[src/rtl/rr_seqdet_sched_pkg.sv]
// Shared definitions for the round-robin sequence-detector scheduler:
// frame FSM state encoding, default parameter values and width helpers.
package rr_seqdet_sched_pkg;

   typedef enum logic [1:0] {
      S_IDLE = 2'b00,
      S_RUN  = 2'b01,
      S_DONE = 2'b10
   } state_e;

   localparam int                N_DEF         = 4;
   localparam int                FRAME_LEN_DEF = 8;
   localparam int                PAT_LEN_DEF   = 4;
   localparam logic [3:0]        PATTERN_DEF   = 4'b1101;
   localparam int                CNT_W_DEF     = 4;

   // Width needed to index n items; never narrower than one bit.
   function automatic int id_width(input int n);
      return (n > 1) ? $clog2(n) : 1;
   endfunction

endpackage

[src/rtl/rr_seqdet_sched_seq_det_core.sv]
// Serial pattern detector: keeps the last PAT_LEN-1 accepted bits and flags
// a match when those bits followed by the current bit equal PATTERN.
// A fill counter blocks matches until enough bits have arrived since clr.
module seq_det_core
   import rr_seqdet_sched_pkg::*;
#(
   parameter int                 PAT_LEN = PAT_LEN_DEF,
   parameter logic [PAT_LEN-1:0] PATTERN = PATTERN_DEF
) (
   input  logic clk,
   input  logic rst,
   input  logic clr,
   input  logic en,
   input  logic bit_in,
   output logic match
);

   localparam int                HIST_W = PAT_LEN - 1;
   localparam int                FILL_W = id_width(PAT_LEN);
   localparam logic [FILL_W-1:0] FULL   = FILL_W'(PAT_LEN - 1);

   logic [HIST_W-1:0] hist_q, hist_d;
   logic [FILL_W-1:0] fill_q, fill_d;

   // Shift accepted bits into history; fill count saturates once a full window exists.
   always_comb begin
      // NOTE: every comb output gets a default first, so no path can infer a latch.
      hist_d = hist_q;
      fill_d = fill_q;
      if (clr) begin
         hist_d = '0;
         fill_d = '0;
      end else if (en) begin
         hist_d = HIST_W'({hist_q, bit_in});
         if (fill_q != FULL) begin
            fill_d = fill_q + FILL_W'(1);
         end
      end
   end

   // History and fill registers.
   always_ff @(posedge clk) begin
      // NOTE: state uses non-blocking assignments so every flop sees pre-edge values.
      if (rst) begin
         hist_q <= '0;
         fill_q <= '0;
      end else begin
         hist_q <= hist_d;
         fill_q <= fill_d;
      end
   end

   // Mealy match: the bit being accepted right now completes the pattern.
   always_comb begin
      match = en && (fill_q == FULL) && ({hist_q, bit_in} == PATTERN);
   end

endmodule

[src/rtl/rr_seqdet_sched.sv]
// Round-robin scheduler time-sharing one sequence detector among N lanes.
// IDLE arbitrates, RUN streams one lane's bits for a frame, DONE reports
// the frame result for one cycle and always returns to IDLE.
module rr_seqdet_sched
   import rr_seqdet_sched_pkg::*;
#(
   parameter int                 N         = N_DEF,
   parameter int                 FRAME_LEN = FRAME_LEN_DEF,
   parameter int                 PAT_LEN   = PAT_LEN_DEF,
   parameter logic [PAT_LEN-1:0] PATTERN   = PATTERN_DEF,
   parameter int                 CNT_W     = CNT_W_DEF
) (
   input  logic                     clk,
   input  logic                     rst,
   input  logic [N-1:0]             req,
   input  logic [N-1:0]             x_bus,
   output logic [N-1:0]             gnt,
   output logic                     busy,
   output logic                     match,
   output logic                     done,
   output logic                     aborted,
   output logic [id_width(N)-1:0]   done_id,
   output logic [CNT_W-1:0]         match_cnt
);

   localparam int               ID_W     = id_width(N);
   localparam int               IDX_W    = id_width(FRAME_LEN);
   localparam logic [IDX_W-1:0] LAST_IDX = IDX_W'(FRAME_LEN - 1);

   state_e            state_q, state_d;
   logic [ID_W-1:0]   ptr_q, ptr_d;
   logic [ID_W-1:0]   id_q, id_d;
   logic [IDX_W-1:0]  idx_q, idx_d;
   logic [CNT_W-1:0]  cnt_q, cnt_d;
   logic              aborted_q, aborted_d;

   logic              sample_en;
   logic              sample_bit;
   logic              last_bit;
   logic              det_clr;
   logic              det_match;
   logic [ID_W-1:0]   winner;

   // First requesting lane at or after p, wrapping modulo N.
   function automatic logic [ID_W-1:0] rr_pick(input logic [N-1:0] r,
                                               input logic [ID_W-1:0] p);
      logic [ID_W-1:0] pick;
      logic            found;
      logic [N-1:0]    sh;
      int              cand;
      pick  = '0;
      found = 1'b0;
      for (int i = 0; i < N; i++) begin
         cand = (int'(p) + i) % N;
         sh   = r >> cand;
         if (!found && sh[0]) begin
            pick  = ID_W'(cand);
            found = 1'b1;
         end
      end
      return pick;
   endfunction

   assign winner     = rr_pick(req, ptr_q);
   assign sample_en  = (state_q == S_RUN) && req[id_q];
   assign sample_bit = x_bus[id_q];
   assign last_bit   = (idx_q == LAST_IDX);

   seq_det_core #(
      .PAT_LEN (PAT_LEN),
      .PATTERN (PATTERN)
   ) u_det (
      .clk    (clk),
      .rst    (rst),
      .clr    (det_clr),
      .en     (sample_en),
      .bit_in (sample_bit),
      .match  (det_match)
   );

   // State register plus frame bookkeeping flops.
   always_ff @(posedge clk) begin
      if (rst) begin
         state_q   <= S_IDLE;
         ptr_q     <= '0;
         id_q      <= '0;
         idx_q     <= '0;
         cnt_q     <= '0;
         aborted_q <= 1'b0;
      end else begin
         state_q   <= state_d;
         ptr_q     <= ptr_d;
         id_q      <= id_d;
         idx_q     <= idx_d;
         cnt_q     <= cnt_d;
         aborted_q <= aborted_d;
      end
   end

   // Next state: grant on any request, leave RUN on last bit or dropped request.
   always_comb begin
      state_d = state_q;
      case (state_q)
         S_IDLE:  if (|req) state_d = S_RUN;
         S_RUN:   if (!sample_en || last_bit) state_d = S_DONE;
         S_DONE:  state_d = S_IDLE;
         default: state_d = S_IDLE;
      endcase
   end

   // Grant latch, pointer advance, bit index and match counting.
   always_comb begin
      ptr_d     = ptr_q;
      id_d      = id_q;
      idx_d     = idx_q;
      cnt_d     = cnt_q;
      aborted_d = aborted_q;
      det_clr   = 1'b0;
      if (state_q == S_IDLE && |req) begin
         id_d      = winner;
         ptr_d     = (winner == ID_W'(N - 1)) ? '0 : winner + ID_W'(1);
         idx_d     = '0;
         cnt_d     = '0;
         aborted_d = 1'b0;
         det_clr   = 1'b1;
      end else if (state_q == S_RUN) begin
         if (sample_en) begin
            idx_d     = idx_q + IDX_W'(1);
            aborted_d = 1'b0;
            if (det_match) begin
               cnt_d = cnt_q + CNT_W'(1);
            end
         end else begin
            aborted_d = 1'b1;
         end
      end
   end

   // Outputs decoded from state; result fields only shown during DONE.
   always_comb begin
      gnt = '0;
      for (int i = 0; i < N; i++) begin
         gnt[i] = (state_q == S_RUN) && (id_q == ID_W'(i));
      end
      busy      = (state_q != S_IDLE);
      match     = det_match;
      done      = (state_q == S_DONE);
      aborted   = (state_q == S_DONE) ? aborted_q : 1'b0;
      done_id   = (state_q == S_DONE) ? id_q : '0;
      match_cnt = cnt_q;
   end

endmodule

[config.mk]
export PLATFORM = sky130hd
export DESIGN_NAME = rr_seqdet_sched
export DESIGN_NICKNAME = d
export VERILOG_FILES = /design/src/rtl/rr_seqdet_sched_pkg.sv /design/src/rtl/rr_seqdet_sched_seq_det_core.sv /design/src/rtl/rr_seqdet_sched.sv
export SDC_FILE = /design/constraint.sdc
export NUM_CORES = 1
export LEC_CHECK = 0
export CAP_MARGIN = 10
export CORE_AREA = 2 2 51 53
export CTS_BUF_LIST = sky130_fd_sc_hd__clkbuf_2
export CTS_CLUSTER_DIAMETER = 30
export DETAILED_ROUTE_END_ITERATION = 8
export DIE_AREA = 0 0 53 55
export HOLD_SLACK_MARGIN = 0.08
export PLACE_DENSITY = 0.76
export SKIP_LAST_GASP = 1
export SLEW_MARGIN = 0
export SYNTH_ARGS = -nofsm -noshare
export SYNTH_HDL_FRONTEND = slang
export SYNTH_SLANG_ARGS = --single-unit
export TNS_END_PERCENT = 30
[constraint.sdc]
create_clock -name clk -period 2.23 [get_ports clk]
set_input_delay 0.446 -clock clk [delete_from_list [all_inputs] [get_ports clk]]
set_output_delay 0.446 -clock clk [all_outputs]
set_load 0.005 [all_outputs]
After elaboration in Yosys (flattened, before gate mapping). Index checks and enable logic that the tools add are counted.

Bits in registers: 19. Latch bits: 0. Memory bits (writable): 0. Bits in read-only memories: 0. Input bits: 10. Output and inout port bits: 14. Memories: 0.

$add $sub $neg: 7. Multipliers: 0. Div/mod/pow operators: 0. $lt $le $gt $ge: 1. Equal/unequal tests: 12. Shifts and indexed selects: 4. Muxes and demuxes: 19. Bitwise operators: 3. Reductions and logical operators: 29.

Operators with widths (number): right shift 4 x 32 -> 1 bit (3); two-way mux 2 bit (8); logical AND 1 bit (11); equality test 2 bit, second input constant (5); OR reduction 2 bit (5); two-way mux 1 bit (8); adder 2 x 1 -> 2 bit, second input constant (3); AND reduction 2 bit (3); adder 2 bit, second input constant (2); adder 4 x 1 -> 4 bit, second input constant (1); binary-select mux 1 bit (select 2 bit) (2); equality test 2 x 1 -> 1 bit, second input constant (2); equality test 4 bit, second input constant (1); logical NOT 1 bit (4); logical NOT 2 bit (2); != test 2 bit, second input constant (2); one-hot mux 2 bit (2 select lines) (1); OR reduction 4 bit (1); right shift 4 x 2 -> 1 bit (1); adder 3 x 1 -> 3 bit, second input constant (1); bitwise AND 1 bit, first input constant (3); equality test 3 bit, second input constant (1); < comparator 2 x 3 -> 1 bit, second input constant (1); AND reduction 3 bit (1); other kinds (3) (3).

Depth between registers and ports, before layout. Gate-level depths: netlist (run 1).

Word-level depth: 14. Mapped depth: 6. Depth with buffers taken out: 5.

Cells and area by module. From an unflattened synthesis (run 1), not the netlist that was laid out.

Cell total of the unflattened synthesis: 115. Area total of the unflattened synthesis: 1016.0 um^2.

Modules (own cells, without submodules): rr_seqdet_sched (instances 1, cells each 95, area each 802.0 um^2, sequential area each 280.3 um^2); seq_det_core (instances 1, cells each 20, area each 214.0 um^2, sequential area each 100.1 um^2).

Least setup slack after synthesis (run 1). No wires, ideal clock.

Path kind: flip-flop to output port. From: reg id_q[0]. To: out match. Arrival time: 1.231 ns. Data required time: 1.784 ns. Setup slack: 0.553 ns. Stages on the path, launching flop included: 5. Buffers on the path: 1. Cell sequence: dfxtp_1 -> buf_6 -> mux4_1 -> nand4_4 -> inv_1.

Word-level cells in the longest chain between the ends: 5. Elaborated cells between the ends (all ways): 8. Those cells by class: eq/ne: 1; mux: 4; reduce/logical: 3.

Ends and longest elaborated chain: from (decl) (RTL line rr_seqdet_sched.sv:32) `logic [ID_W-1:0] id_q, id_d;`; from (signal assigned) (RTL line rr_seqdet_sched.sv:93) `id_q <= id_d;`; parallel branches: the longest is 4 deep, another holds equality test 4 bit; logical AND 1 bit * (RTL line rr_seqdet_sched_seq_det_core.sv:55) `match = en && (fill_q == FULL) && ({hist_q, bit_in} == PATTERN);`; to (decl) (RTL line rr_seqdet_sched.sv:19) `output logic match,`.

Mark *: on every way between the ends. The select of a mux whose other input is x is not followed.

Worst setup path after layout (run 1).
From: in req[3]. To: out match.

Word-level cells in the longest chain between the ends: 5.

Ends and longest elaborated chain: from (decl) (RTL line rr_seqdet_sched.sv:15) `input logic [N-1:0] req,`; binary-select mux 1 bit (select 2 bit) (RTL line rr_seqdet_sched.sv:65) `assign sample_en = (state_q == S_RUN) && req[id_q];`; two-way mux 1 bit (implied by the code) (RTL line rr_seqdet_sched.sv:65); logical AND 1 bit (RTL line rr_seqdet_sched.sv:65); logical AND 1 bit (2 in a row) (RTL line rr_seqdet_sched_seq_det_core.sv:55).

No other way between the ends. The select of a mux whose other input is x is not followed.

==> results of run 1 <==
==> layer usage <==
metal	up-vias	share of wire	wire length [um]
met4	0	0.0064	13
li1	457	-	-
met3	2	0.040	81
met1	419	0.44	901
met5	-	0	0
met2	19	0.51	1040
==> final cells by class <==
| cell class | count | area (um2) | share of cell area |
|---|---|---|---|
| tap | 30 | 37.5 | 0.0279 |
| clock inverter | 1 | 5.00 | 0.00371 |
| timing repair buffer | 35 | 320 | 0.238 |
| sequential | 19 | 380 | 0.282 |
| multi-input combinational | 82 | 571 | 0.423 |
| clock buffer | 3 | 15.0 | 0.0111 |
| inverter | 5 | 18.8 | 0.0139 |
==> report_power, final <==
group | internal [uW] | switching, uW
registers | 360 | 21.0
clock network | 40.6 | 101
logic | 112 | 98.9
total | 512 | 221
==> worst min-delay path, delay by kind of cell, from the launching register on <==
kind             cells  cell delay [ns]
AND/OR/NAND/NOR      1             0.06
AO/OA/AOI/OAI        1             0.05
flip-flops           1             0.35
==> timing repair <==
action	in CTS	in global routing
pin swaps	1	0
gates resized for setup	3	1
buffers inserted	1	0
endpoints found under the setup margin	2	3
==> registers in the layout, summed over array words and instances (netlist names) <==
| register | count |
|---|---|
| ptr_q | 2 |
| idx_q | 3 |
| match_cnt | 4 |
| aborted_q | 1 |
| u_det.fill_q | 2 |
| id_q | 2 |
| state_q | 2 |
| u_det.hist_q | 3 |
==> layout by cell type (no fill, tap or decap), types with 3 or more instances in the layout <==
master | netlist | routed
clkbuf_2 | 0 | 3
nand3_1 | 7 | 7
inv_1 | 5 | 5
ha_1 | 4 | 4
nor2_1 | 10 | 10
and2_1 | 3 | 3
clkdlybuf4s50_1 | 0 | 22
nor2b_1 | 4 | 3
buf_4 | 1 | 12
mux2i_1 | 5 | 5
dfxtp_1 | 19 | 19
xor2_1 | 3 | 3
a21oi_1 | 9 | 9
nand2_1 | 9 | 9
o21ai_0 | 3 | 3
==> worst paths after layout <==
check	cells after the start	endpoint	slack, ns
setup reg to reg	7	match_cnt[3]	0.47
hold reg to reg	2	u_det.hist_q[2]	0.48
hold / removal	2	u_det.hist_q[2]	0.48
setup / recovery	5	match	0.03
==> kinds of logic (layout without fill, tap and decap cells) <==
| kind of cell | Yosys count | after routing | synth area share |
|---|---|---|---|
| AO/OA/AOI/OAI | 19 | 19 | 0.123 |
| XOR/XNOR | 3 | 3 | 0.0263 |
| adder cells (fa/ha/maj) | 4 | 4 | 0.0501 |
| buffers and inverters | 9 | 44 | 0.0464 |
| flip-flops | 19 | 19 | 0.381 |
| multiplexers | 7 | 7 | 0.0990 |
| AND/OR/NAND/NOR | 49 | 49 | 0.274 |
==> metrics by stage <==
| step | std cells | setup TNS, ns | cell area [um2] |
|---|---|---|---|
| floorplan | 110 | 0 | 998 |
| global placement | 170 | -0.237 | 1320 |
| detailed placement | 170 | -0.258 | 1320 |
| CTS | 175 | -0.00842 | 1350 |
| global route | 175 | -0.0190 | 1350 |
| finish | 175 | 0 | 1350 |
==> run metrics, run 1 <==
Pins Over Slew Limit=0; GRT busiest layer=met2; Yosys warning count=0; pre-CTS WS=-0.258 ns; post-synth cell types=36; core area=around 0.0024 mm2; CTS buffer count=3; minimum clock period=about 2.2 ns; TritonCTS clock tree=yes; initial antenna violation count=0; root buf cell=clkbuf_2; hold_sp=u_det.hist_q[2]; status=completed; Avg Inst Size Synth=~9.1 um2; Crit path largest cell delay=0.52 ns; most frequent cell after synthesis=dfxtp_1; Slowest-stage cell, CP=mux4_2; Die Span Y=about 55 um; clk sink count=19; Post-synth EDFFs=0; Finish-stage setup viols=0; Chip Width=53 um; Vias per Instance=5.13; drt first pass iters=4; CTS H-tree lvls=1; Leak Pwr=0.000557 uW; layout cells sized above 1=0.179; Worst Setup SP=req[3]; share of the yosys chip area belonging to registers=0.381; final hold violation count=0; ys flop type=dfxtp_1; vias post-DR=about 900; final net count=160; met2 Track Usage GR=0.288; FF+latch count, synth=19; Slew headroom=0.778; Post-Route WL=2030 um; Antenna Cells=0; Port Buffers=23; crit-path cells=clkdlybuf4s50_1, mux4_2, nand4_4, inv_1, clkdlybuf4s15_1; total power density per cell area=roughly 540 mW/mm2; Max IR drop VDD=0.000339 V; CP startpoint kind=primary input; vias in the first global route=between 800 and 900; share of the synthesized area in the top cell type=0.381; post-route worst setup slack=0.0315 ns; R2R Path Start=u_det.fill_q[0]; GR Util All Layers=0.158; later-pin clock latency in the skew report=0.30 ns; grt met3 use=0.0403; DP Wirelength=1650 um; maxcap violations=0; final core occ=0.570; largest net degree at the start of global routing=12; DRC Markers=0; CTS clk-pin slew, worst paths=~0.17 ns; Cell Rows=18; GRT Residual Overflow=0; Die Area=0.00292 mm2; Tot Pwr=733 uW; Final Skew=0.00843 ns; Final ANT Viol Nets=0; critical path class=in -> out; RePlAce Congestion=0.755; mean routed wirelength per cell=11.6 um; Synth Instances=110; HP Class=reg -> reg; family with the most delay on the worst path=buffers and inverters; post-synthesis cell area=approximately 1000 um2; CTS Hold Bufs=0; CP Data Required Time=roughly 1.8 ns; first-pass GRT wire length=roughly 3400 um; clk buf depth=2; Post-Syn Nets=124; # fillers=between 200 and 250; IO Count=24; Yosys top cell by area=dfxtp_1; Final period util=0.986; buffers and inverters on the worst path=3; Max Freq=455 MHz; Hold WS=between 0.4 and 0.5 ns; unrepaired setup endpoints after global routing=yes; DR iter-0 viols=16; Slew @ Worst Pin=between 0.3 and 0.4 ns; CP arrival=between 1.5 and 2 ns; top cells by area, synth=dfxtp_1, ha_1, mux2i_1; synth cell count leaders=dfxtp_1, nor2_1, a21oi_1, nand2_1, nand3_1; CP endpoint kind=output port; worst-path fanout max=2; M1 GR Usage=0.187; initial core utilization=0.422; P&R area growth vs syn=35.0%; Post-synth ARST share=0
Note: power is estimated with default switching activity, not from simulation.
==> inputs of run 2 (changes only) <==
--- a/config.mk
+++ b/config.mk
@@ -6,13 +6,14 @@
 export NUM_CORES = 1
 export LEC_CHECK = 0
 export CAP_MARGIN = 10
-export CORE_AREA = 2 2 51 53
+export CORE_AREA = 2 2 53 55
 export CTS_BUF_LIST = sky130_fd_sc_hd__clkbuf_2
 export CTS_CLUSTER_DIAMETER = 30
 export DETAILED_ROUTE_END_ITERATION = 8
-export DIE_AREA = 0 0 53 55
+export DIE_AREA = 0 0 55 57
 export HOLD_SLACK_MARGIN = 0.08
-export PLACE_DENSITY = 0.76
+export MAX_ROUTING_LAYER = met4
+export PLACE_DENSITY = 0.71
 export SKIP_LAST_GASP = 1
 export SLEW_MARGIN = 0
 export SYNTH_ARGS = -nofsm -noshare
==> run 2 against run 1 <==
Against the previous run:
- clock skew about the same
- highest routed layer unchanged
- worst setup slack gained 0.044 ns
- cell count grew 0.57%
- sequential share of layout area up 0.067 points
==> run metrics, run 2 (same netlist as run 1, synthesis figures left out) <==
Final Skew=0.00801 ns; GR Util All Layers=0.147; clk sink count=19; core area=0.00262 mm2; register area=~380 um2; Final period util=0.966; clk buf depth=2; pre-CTS WS=-0.233 ns; Worst Setup SP=x_bus[3]; first-pass GRT wire length=3280 um; HP Class=reg -> reg; Final ANT Viol Nets=0; initial antenna violation count=0; Finish-stage setup viols=0; mean routed wirelength per cell=11.0 um; Slew @ Worst Pin=0.323 ns; flop2flop setup slack=0.61 ns; later-pin clock latency in the skew report=approximately 0.32 ns; Max IR drop VDD=0.000335 V; most frequent cells in the layout=dfxtp_1, clkdlybuf4s50_1, buf_4, nor2_1; initial core utilization=0.382; total power density per cell area=550 mW/mm2; Die Span Y=between 50 and 60 um; Tot Pwr=742 uW; CP Data Required Time=approximately 1.8 ns; P&R area growth vs syn=35.1%; CP arrival=1.71 ns; max reg flops=4; CP startpoint kind=primary input; DRC Markers=0; GRT Residual Overflow=0; CTS clk-pin slew, worst paths=around 0.18 ns; minimum clock period=approximately 2.2 ns; Leak Pwr=0.000571 uW; # fillers=265; maxcap violations=0; Antenna Cells=0; vias in the first global route=~800; crit path capture=match; Chip Width=55 um; unrepaired setup endpoints after global routing=yes; status=completed; CP endpoint kind=output port; Post-Route WL=1940 um; R2R Path Start=id_q[1]; vias post-DR=~900; area of the multi-input gates=between 500 and 600 um2; Pins Over Slew Limit=0; final net count=160; Port Buffers=23; post-route worst setup slack=0.0755 ns; Max Freq=roughly 460 MHz; CTS Hold Bufs=0; Slew headroom=0.783; worst reg2reg path depth=5; Reg-to-Reg End=match_cnt[3]; RePlAce Congestion=0.770; DP Wirelength=1570 um; CTS H-tree lvls=1; CTS buffer count=3; Cell Rows=19; TritonCTS clock tree=yes; worst-path fanout max=2; Hold WS=0.468 ns; layout cells sized above 1=0.186; drt first pass iters=4; Die Area=0.00314 mm2; final core occ=0.516; critical path class=in -> out; largest net degree at the start of global routing=12; IO Count=24; DR iter-0 viols=10; Vias per Instance=roughly 5.1; root buf cell=clkbuf_2; final hold violation count=0
==> run 2: how the worst min path moves through the flow <==
stage | depth (start not counted) | end | slack (ns) | startpoint
6_report | 2 | u_det.hist_q[2] | 0.47 | u_det.hist_q[2]
5_1_grt | 2 | u_det.hist_q[2] | 0.51 | u_det.hist_q[2]
4_1_cts | 2 | u_det.hist_q[2] | 0.47 | u_det.hist_q[2]
3_5_place_dp | 2 | u_det.hist_q[2] | 0.45 | u_det.hist_q[2]
3_3_place_gp | 2 | u_det.hist_q[2] | 0.45 | u_det.hist_q[2]
2_1_floorplan | 2 | u_det.hist_q[2] | 0.43 | u_det.hist_q[2]
==> run 2: cell type report <==
class / instances / area share
Multi-Input combinational cell: 82 / 0.423
Tap cell: 31 / 0.0288
Clock buffer: 3 / 0.0111
Inverter: 5 / 0.0139
Clock inverter: 1 / 0.00371
Sequential cell: 19 / 0.283
Timing Repair Buffer: 35 / 0.237
==> run 2: repair_timing <==
action / 4_1_cts / 5_1_grt
pin swaps: 1 / 1
endpoints found under the setup margin: 3 / 2
gates resized for setup: 7 / 2
setup buffers: 0 / 0
==> run 2: metal layers <==
metal	vias up	share of wire	track usage
li1	453	-	-
met1	413	0.46	0.183
met2	19	0.47	0.221
met3	5	0.042	0.0314
met4	0	0.026	0.0732
met5	-	0	-
==> run 2: critical path, cell delays in order <==
cell,delay (ns)
clkdlybuf4s50_1,0.39
mux4_2,0.51
nand4_4,0.12
inv_1,0.04
clkdlybuf4s15_1,0.20
==> run 2: metrics by stage <==
step	area, um2	std cells	setup TNS [ns]
2_1_floorplan	998	110	0
3_3_place_gp	1330	172	-0.228
3_5_place_dp	1330	172	-0.233
4_1_cts	1350	176	-0.0110
5_1_grt	1350	176	-0.0100
6_report	1350	176	0
==> run 2: power breakdown <==
| part | leakage [uW] | internal [uW] | total, uW | switching (uW) |
|---|---|---|---|---|
| sequential | 0.000155 | 360 | 381 | 21.2 |
| combinational | 0.000400 | 112 | 210 | 98.1 |
| clock | 0.0000164 | 40.6 | 151 | 110 |
| total | 0.000571 | 513 | 742 | 230 |
==> inputs of run 3 (changes only) <==
--- a/config.mk
+++ b/config.mk
@@ -15,7 +15,6 @@
 export MAX_ROUTING_LAYER = met4
 export PLACE_DENSITY = 0.71
 export SKIP_LAST_GASP = 1
-export SLEW_MARGIN = 0
 export SYNTH_ARGS = -nofsm -noshare
 export SYNTH_HDL_FRONTEND = slang
 export SYNTH_SLANG_ARGS = --single-unit
==> results of run 3 <==
Final layout, timing and power as in run 2 (identical DEF).
